**config.mk**
```make
export PLATFORM = sky130hd
export DESIGN_NAME = toggle_counter
export DESIGN_NICKNAME = d
export VERILOG_FILES = /design/src/rtl/toggle_counter_pkg.sv /design/src/rtl/toggle_counter_tff_cell.sv /design/src/rtl/toggle_counter.sv
export SDC_FILE = /design/constraint.sdc
export NUM_CORES = 1
export LEC_CHECK = 0
export BUFFER_PORTS_ARGS = -buffer_cell sky130_fd_sc_hd__clkbuf_2
export CELL_PAD_IN_SITES_DETAIL_PLACEMENT = 0
export CELL_PAD_IN_SITES_GLOBAL_PLACEMENT = 1
export CORE_MARGIN = 3
export CORE_UTILIZATION = 31
export DETAILED_ROUTE_END_ITERATION = 8
export PLACE_DENSITY_LB_ADDON = 0.25
export SKIP_CTS_REPAIR_TIMING = 1
export SYNTH_ARGS = -nofsm -noshare
export SYNTH_HDL_FRONTEND = slang
export SYNTH_SLANG_ARGS = --single-unit
```
**constraint.sdc**
```tcl
create_clock -name clk -period 1.3 [get_ports clk]
set_clock_uncertainty 0.05 [all_clocks]
set_input_delay 0.13 -clock clk [delete_from_list [all_inputs] [get_ports clk]]
set_output_delay 0.13 -clock clk [all_outputs]
set_load 0.1 [all_outputs]
```
**src/rtl/toggle_counter_pkg.sv**
```systemverilog
// toggle_counter_pkg: shared constants and toggle-vector helper.
// Used by toggle_counter and its T flip-flop bank.
package toggle_counter_pkg;

  localparam logic DIR_UP   = 1'b1;
  localparam logic DIR_DOWN = 1'b0;

  localparam int DEFAULT_WIDTH = 4;

  // Widest counter the helper function supports
  localparam int TC_VEC_W = 32;

  // Bits that must flip to take one step from cnt in direction dir.
  // At a limit: wrap (toggle = max_v) or hold (toggle = 0) when sat.
  function automatic logic [TC_VEC_W-1:0] next_toggle(
    input logic [TC_VEC_W-1:0] cnt,
    input logic                dir,
    input logic [TC_VEC_W-1:0] max_v,
    input logic                sat
  );
    logic [TC_VEC_W-1:0] t;
    logic                carry;
    t     = '0;
    carry = 1'b1;
    if ((dir == DIR_UP) && (cnt == max_v)) begin
      t = sat ? '0 : max_v;
    end else if ((dir == DIR_DOWN) && (cnt == '0)) begin
      t = sat ? '0 : max_v;
    end else begin
      for (int i = 0; i < TC_VEC_W; i++) begin
        t[i]  = carry;
        carry = carry & ((dir == DIR_UP) ? cnt[i] : ~cnt[i]);
      end
    end
    return t;
  endfunction

endpackage

```
**src/rtl/toggle_counter_tff_cell.sv**
```systemverilog
// tff_cell: one bit of the T flip-flop bank.
// Sync active-high reset, parallel load, else toggle on t.
module tff_cell
  import toggle_counter_pkg::*;
(
  input  logic clk,
  input  logic rst,
  input  logic t,
  input  logic ld,
  input  logic d,
  output logic q
);

  logic q_q;
  logic q_d;

  // Next bit value: load has priority over toggling
  always_comb begin
    q_d = q_q;
    if (ld) begin
      q_d = d;
    end else begin
      q_d = q_q ^ t;
    end
  end

  // Bit register with synchronous reset
  always_ff @(posedge clk) begin
    if (rst) begin
      q_q <= 1'b0;
    end else begin
      q_q <= q_d;
    end
  end

  assign q = q_q;

endmodule

```
**src/rtl/toggle_counter.sv**
```systemverilog
// toggle_counter: up/down counter built on a T flip-flop bank.
// Define TOGGLE_COUNTER_SAT_EN for saturating instead of wrapping.
module toggle_counter
  import toggle_counter_pkg::*;
#(
  parameter int WIDTH = DEFAULT_WIDTH,
  parameter int MAX   = 2**WIDTH-1
) (
  input  logic             clk,
  input  logic             rst,
  input  logic             en,
  input  logic             up,
  input  logic             load,
  input  logic [WIDTH-1:0] load_val,
  output logic [WIDTH-1:0] count,
  output logic [WIDTH-1:0] toggle,
  output logic             tc
);

`ifdef TOGGLE_COUNTER_SAT_EN
  localparam logic SAT = 1'b1;
`else
  localparam logic SAT = 1'b0;
`endif

  localparam logic [WIDTH-1:0] MAX_V = WIDTH'(MAX);

  logic [WIDTH-1:0] count_w;
  logic [WIDTH-1:0] step_vec;
  logic [WIDTH-1:0] load_c;
  logic             at_lim;

  logic [WIDTH-1:0] cell_t;
  logic             cell_ld;

  logic [WIDTH-1:0] toggle_q;
  logic [WIDTH-1:0] toggle_d;
  logic             tc_q;
  logic             tc_d;

  // Step vector, limit detect and clamped load value
  always_comb begin
    step_vec = WIDTH'(next_toggle(TC_VEC_W'(count_w), up,
                                  TC_VEC_W'(MAX_V), SAT));
    at_lim   = (up == DIR_UP) ? (count_w == MAX_V)
                              : (count_w == '0);
    load_c   = (load_val > MAX_V) ? MAX_V : load_val;
  end

  // Control: priority rst > load > en > hold
  always_comb begin
    cell_t   = '0;
    cell_ld  = 1'b0;
    toggle_d = '0;
    tc_d     = 1'b0;
    if (rst) begin
      toggle_d = '0;
    end else if (load) begin
      cell_ld  = 1'b1;
      toggle_d = count_w ^ load_c;
    end else if (en) begin
      cell_t   = step_vec;
      toggle_d = step_vec;
      tc_d     = at_lim;
    end
  end

  // Status registers that mirror the applied step
  always_ff @(posedge clk) begin
    if (rst) begin
      toggle_q <= '0;
      tc_q     <= 1'b0;
    end else begin
      toggle_q <= toggle_d;
      tc_q     <= tc_d;
    end
  end

  for (genvar i = 0; i < WIDTH; i++) begin : g_bank
    tff_cell u_cell (
      .clk (clk),
      .rst (rst),
      .t   (cell_t[i]),
      .ld  (cell_ld),
      .d   (load_c[i]),
      .q   (count_w[i])
    );
  end

  assign count  = count_w;
  assign toggle = toggle_q;
  assign tc     = tc_q;

endmodule

```
==> flow_summary.json, run 1 <==
{
  "drcViolationCount": 0,
  "setup_slack_ns": 0.00661,
  "ctsRootBufferMaster": "clkbuf_4",
  "core_area_mm2": 0.00156,
  "clock_sinks": 9,
  "wl_per_cell_um": 12.1,
  "vias": 491,
  "place.port_buffers": 17,
  "cp_slowest_cell": "or4_1",
  "rsz0062_at_grt": "yes",
  "maxSlewHeadroom_pct": 80.7,
  "cts_tree": "done",
  "synth_edf_count": 0,
  "hold_viol_final": 0,
  "synth_warnings": 0,
  "synthArstFlopShare_pct": 0,
  "place.gp.congestion": 0.734,
  "p_int_mw": 0.543,
  "syn_area_um2": 536,
  "p_sw_share_pct": 39.3,
  "grt_max_degree": 14,
  "hp-class": "input pin to flop",
  "worst-path-buf-inv": 0,
  "clk_latency_ns": 0.26,
  "switchingPower_mw": 0.352,
  "synth_area_per_cell_um2": 9.08,
  "ys_ff_latch": 9,
  "max_cap_violations": 0,
  "run_status": "complete, no violations",
  "grt_pass1_vias": 431,
  "overflow": 0,
  "cp.required_ns": 1.41,
  "clkTransAtPathRegs_ns": 0.07,
  "synth_cell_type_count": 28,
  "synthFlopType": "dfxtp_1",
  "worst_ir_drop_vdd_mv": 0.520,
  "crit_fanout": 6,
  "grt_pass1_wl_um": 1840,
  "diodes": 0,
  "path_cells": "and4_4 > or4_1 > and3_1",
  "pwr-share-clk_pct": 24.0,
  "seq_power_share_pct": 35.7,
  "final_common_cell": "buf_4",
  "cts_buffer_depth": 2,
  "p_total_mw": 0.894,
  "p_comb_share_pct": 40.3,
  "synthCells": 59,
  "crit_arrival_ns": 1.40,
  "endpoint_kind": "flop",
  "worstSetupPathType": "flop to flop",
  "start_util_pct": 34.3,
  "final-setup-viol-count": 0,
  "nets": 90,
  "ant_nets": 0,
  "die_h_um": 47.6,
  "syn-num-nets": 68,
  "routed_wirelength_um": 1170,
  "grtUsageTotal_pct": 12.0,
  "layout-drive-gt1-share_pct": 43.8,
  "layout_common_cells": "buf_4, clkbuf_2, dfxtp_1, xor2_1, buf_12",
  "ys_seq_area_share_pct": 33.6,
  "drt-initial-drc-count": 3,
  "fin_crit_sh_pct": 99.5,
  "die-width_um": 47.6,
  "max_stage_delay_ns": 0.44,
  "drv_slew": 0,
  "p_per_area_mw_per_mm2": 1170,
  "cts_buffers": 3,
  "worst_slew_pin_slew_ns": 0.289,
  "hpwl_um": 864,
  "period_minus_slack_ns": 1.29,
  "area_growth_syn_to_layout_pct": 42.3,
  "total_leakage_power_nw": 0.342,
  "htreeDepth": 1,
  "timing.hold.ws_ns": 0.0915,
  "fin_util_pct": 48.9,
  "ios": 18,
  "drtPass1Iterations": 4,
  "design.die.area_mm2": 0.00226,
  "via_per_inst": 5.11,
  "cp_top_family": "simple AND/OR/NAND/NOR gates",
  "worstSetupStartpointType": "flop",
  "rows": 14,
  "post-place-ws_ns": 0.00140,
  "fmax_ghz": 0.773,
  "antenna_found_initial": 0
}
worst reg2reg max path, cell delays in order (launching register included):
cell and delay, ns:
dfxtp_4 0.37, and4_4 0.17, or4_1 0.44, and3_1 0.15
through the flow:
| step | instances | TNS (ns) | instance area [um2] |
|---|---|---|---|
| 3_3_place_gp | 92 | 0 | 716 |
| 2_1_floorplan | 59 | -0.0101 | 536 |
| 4_1_cts | 96 | -0.00301 | 742 |
| 6_report | 96 | 0 | 762 |
| 5_1_grt | 96 | -0.0372 | 762 |
| 3_5_place_dp | 92 | 0 | 716 |
synthesized netlist by cell type, types with 2 or more instances:
library cell,count,area (um2)
a21oi_1,3,15.0
and3_1,3,18.8
and4_4,2,22.5
buf_4,4,30.0
dfxtp_1,9,180
inv_1,3,11.3
nor2_1,3,11.3
nor2b_1,2,12.5
nor3_1,2,10.0
nor4b_1,3,26.3
o21ai_0,3,15.0
or4_1,2,15.0
xnor2_1,2,17.5
xor2_1,4,35.0
final timing paths:
kind / from / to / slack [ns] / depth (start not counted)
worst max-delay path: g_bank[1].u_cell.q / g_bank[2].u_cell.q / 0.007 / 3
worst min-delay path: load_val[0] / g_bank[0].u_cell.q / 0.09 / 3
worst max register to register: g_bank[1].u_cell.q / g_bank[2].u_cell.q / 0.007 / 3
worst min register to register: g_bank[3].u_cell.q / g_bank[3].u_cell.q / 0.58 / 3
power by group through the flow:
stage | Clock [mW] | Combinational, mW | Sequential (mW)
2_1_floorplan | 0 | 0.178 | 0.396
3_5_place_dp | 0 | 0.357 | 0.322
3_3_place_gp | 0 | 0.356 | 0.320
5_1_grt | 0.237 | 0.379 | 0.323
6_report | 0.215 | 0.360 | 0.319
4_1_cts | 0.224 | 0.357 | 0.316
metal layers:
layer	up-vias	global-route usage, %	wire, um
met5	-	0	0
met4	0	8.06	13
met3	2	4.51	59
met2	10	17.4	545
met1	225	14.8	548
li1	254	-	-
registers in the layout, indices dropped and copies added (netlist names):
register / flops
tc: 1
toggle: 4
g_bank.u_cell.q: 4
area by class of cell:
cell class / instances / area, um2
timing repair buffer: 24 / 210
sequential: 9 / 185
tap: 16 / 20.0
inverter: 3 / 11.3
fill: 159 / 797
multi-input combinational: 40 / 309
clock buffer: 4 / 26.3
cell families after synthesis:
| group | Yosys count | share of synthesized area, % |
|---|---|---|
| mux | 2 | 3.97 |
| compound gates | 11 | 14.3 |
| simple gates | 21 | 26.9 |
| flops | 9 | 33.6 |
| buf+inv | 10 | 11.4 |
| xor+xnor | 6 | 9.81 |
Note: power is estimated with default switching activity, not from simulation.
==> run 2: changes to the inputs <==
--- a/constraint.sdc
+++ b/constraint.sdc
@@ -3,3 +3,3 @@
 set_input_delay 0.13 -clock clk [delete_from_list [all_inputs] [get_ports clk]]
 set_output_delay 0.13 -clock clk [all_outputs]
-set_load 0.1 [all_outputs]
+set_load 0.05 [all_outputs]
==> run 2 against run 1 <==
  * Clock power is 3% lower
  * Highest routed layer unchanged
  * Setup slack better by 0.024 ns
  * Largest cell class unchanged
  * Sequential share of layout area is 2.9 points higher
  * Via count is 1.0% lower
  * Count of clock-buffer cells in the layout stayed put
  * Largest power group is now registers
  * Utilization is 5.9 points lower
  * Fmax is 1.9% higher
  * Non-clock buffer count is 1 lower
  * Power is 16% lower
  * Final cell count is 1.0% lower
==> flow_summary.json, run 2 (same netlist as run 1, synthesis figures left out) <==
{
  "ant_nets": 0,
  "timing.hold.ws_ns": 0.107,
  "die_h_um": 47.6,
  "final_common_cell": "clkbuf_2",
  "die-width_um": 47.6,
  "crit_fanout": 6,
  "layout-drive-gt1-share_pct": 43.0,
  "p_per_area_mw_per_mm2": 1120,
  "hold_viol_final": 0,
  "place.port_buffers": 17,
  "crit_arrival_ns": 1.36,
  "total_leakage_power_nw": 0.314,
  "endpoint_kind": "flop",
  "p_total_mw": 0.751,
  "htreeDepth": 1,
  "clock_sinks": 9,
  "worstSetupPathType": "flop to flop",
  "setup_tns_ns": 0,
  "pwr-share-clk_pct": 27.9,
  "grtUsageTotal_pct": 11.9,
  "via_per_inst": 5.12,
  "wl_per_cell_um": 11.5,
  "worstSetupStartpointType": "flop",
  "rrSetupSlack_ns": 0.03,
  "rsz0062_at_grt": "yes",
  "grt_pass1_wl_um": 1810,
  "run_status": "complete, no violations",
  "cts_buffers": 3,
  "clkTransAtPathRegs_ns": 0.06,
  "worst_ir_drop_vdd_mv": 0.622,
  "r2r-start": "g_bank[0].u_cell.q",
  "rows": 14,
  "ios": 18,
  "maxSlewHeadroom_pct": 78.4,
  "hpwl_um": 863,
  "p_comb_share_pct": 29.8,
  "hp-class": "input pin to flop",
  "cp_top_family": "compound AO/OA/AOI/OAI gates",
  "fmax_ghz": 0.788,
  "cts_tree": "done",
  "area_growth_syn_to_layout_pct": 25.2,
  "max_stage_delay_ns": 0.36,
  "r2r_cells": 3,
  "clk_latency_ns": 0.25,
  "core_area_mm2": 0.00156,
  "cp_slowest_cell": "dfxtp_2",
  "min-delay-start": "load_val[1]",
  "stdcell_count": 95,
  "p_sw_share_pct": 34.1,
  "switchingPower_mw": 0.256,
  "layout_common_cells": "clkbuf_2, dfxtp_1, buf_4, xor2_1",
  "ctsRootBufferMaster": "clkbuf_4",
  "place.gp.congestion": 0.694,
  "path_cells": "xnor2_1 > a2111oi_2 > a311o_1",
  "final-setup-viol-count": 0,
  "grt_max_degree": 14,
  "placedCellCount": 91,
  "p_int_mw": 0.495,
  "worstReg2RegEnd": "g_bank[1].u_cell.q",
  "max_cap_violations": 0,
  "fin_crit_sh_pct": 97.7,
  "design.die.area_mm2": 0.00226,
  "nets": 89,
  "whs_endpoint": "g_bank[1].u_cell.q",
  "antenna_found_initial": 0,
  "worst-path-buf-inv": 0,
  "drtPass1Iterations": 4,
  "drv_slew": 0,
  "overflow": 0,
  "cts_buffer_depth": 2,
  "vias": 486,
  "grt_pass1_vias": 413,
  "seq_power_share_pct": 42.4,
  "start_util_pct": 34.3,
  "fin_util_pct": 43.0,
  "cp.required_ns": 1.39,
  "worst_slew_pin_slew_ns": 0.321,
  "holdPathStages": 2,
  "drt-initial-drc-count": 6,
  "drcViolationCount": 0,
  "routed_wirelength_um": 1090,
  "diodes": 0,
  "period_minus_slack_ns": 1.27
}
## run 2: worst max path at each step
stage	start	to	cells after the start
2_1_floorplan	g_bank[0].u_cell.q	g_bank[2].u_cell.q	4
3_3_place_gp	g_bank[1].u_cell.q	g_bank[2].u_cell.q	3
3_5_place_dp	g_bank[1].u_cell.q	g_bank[2].u_cell.q	3
4_1_cts	g_bank[0].u_cell.q	count[0]	2
5_1_grt	g_bank[0].u_cell.q	g_bank[1].u_cell.q	3
6_report	g_bank[0].u_cell.q	g_bank[1].u_cell.q	3
## run 2: area by class of cell
cell class / instances / area (um2)
Fill cell: 163 / 888
Multi-Input combinational cell: 40 / 300
Sequential cell: 9 / 183
Timing Repair Buffer: 23 / 130
Clock buffer: 4 / 26.3
Tap cell: 16 / 20.0
Inverter: 3 / 11.3
## run 2: metal layers
metal | track usage [%] | routed length (um) | share of wire [%] | up-vias
met3 | 5.64 | 87 | 8.0 | 2
met1 | 14.5 | 521 | 48 | 219
met5 | 0 | 0 | 0 | -
met2 | 17.1 | 469 | 43 | 14
met4 | 6.45 | 13 | 1.2 | 0
li1 | - | - | - | 251
## run 2: worst register-to-register path, delay by kind of cell, from the launching register on
family	cells	cell delay (ns)
compound gates	2	0.44
xor+xnor	1	0.31
flops	1	0.36
## run 2: power by group through the flow
stage	clock network, mW	registers [mW]	logic, mW
2_1_floorplan	0	0.356	0.137
3_3_place_gp	0	0.321	0.223
3_5_place_dp	0	0.323	0.223
4_1_cts	0.222	0.316	0.223
5_1_grt	0.244	0.321	0.241
6_report	0.209	0.318	0.224
## run 2: through the flow
step / worst slack (ns) / area [um2]
2_1_floorplan: -0.0101 / 536
3_3_place_gp: 0.0323 / 636
4_1_cts: -0.0334 / 662
3_5_place_dp: 0.0124 / 636
6_report: 0.0302 / 671
5_1_grt: -0.00998 / 671
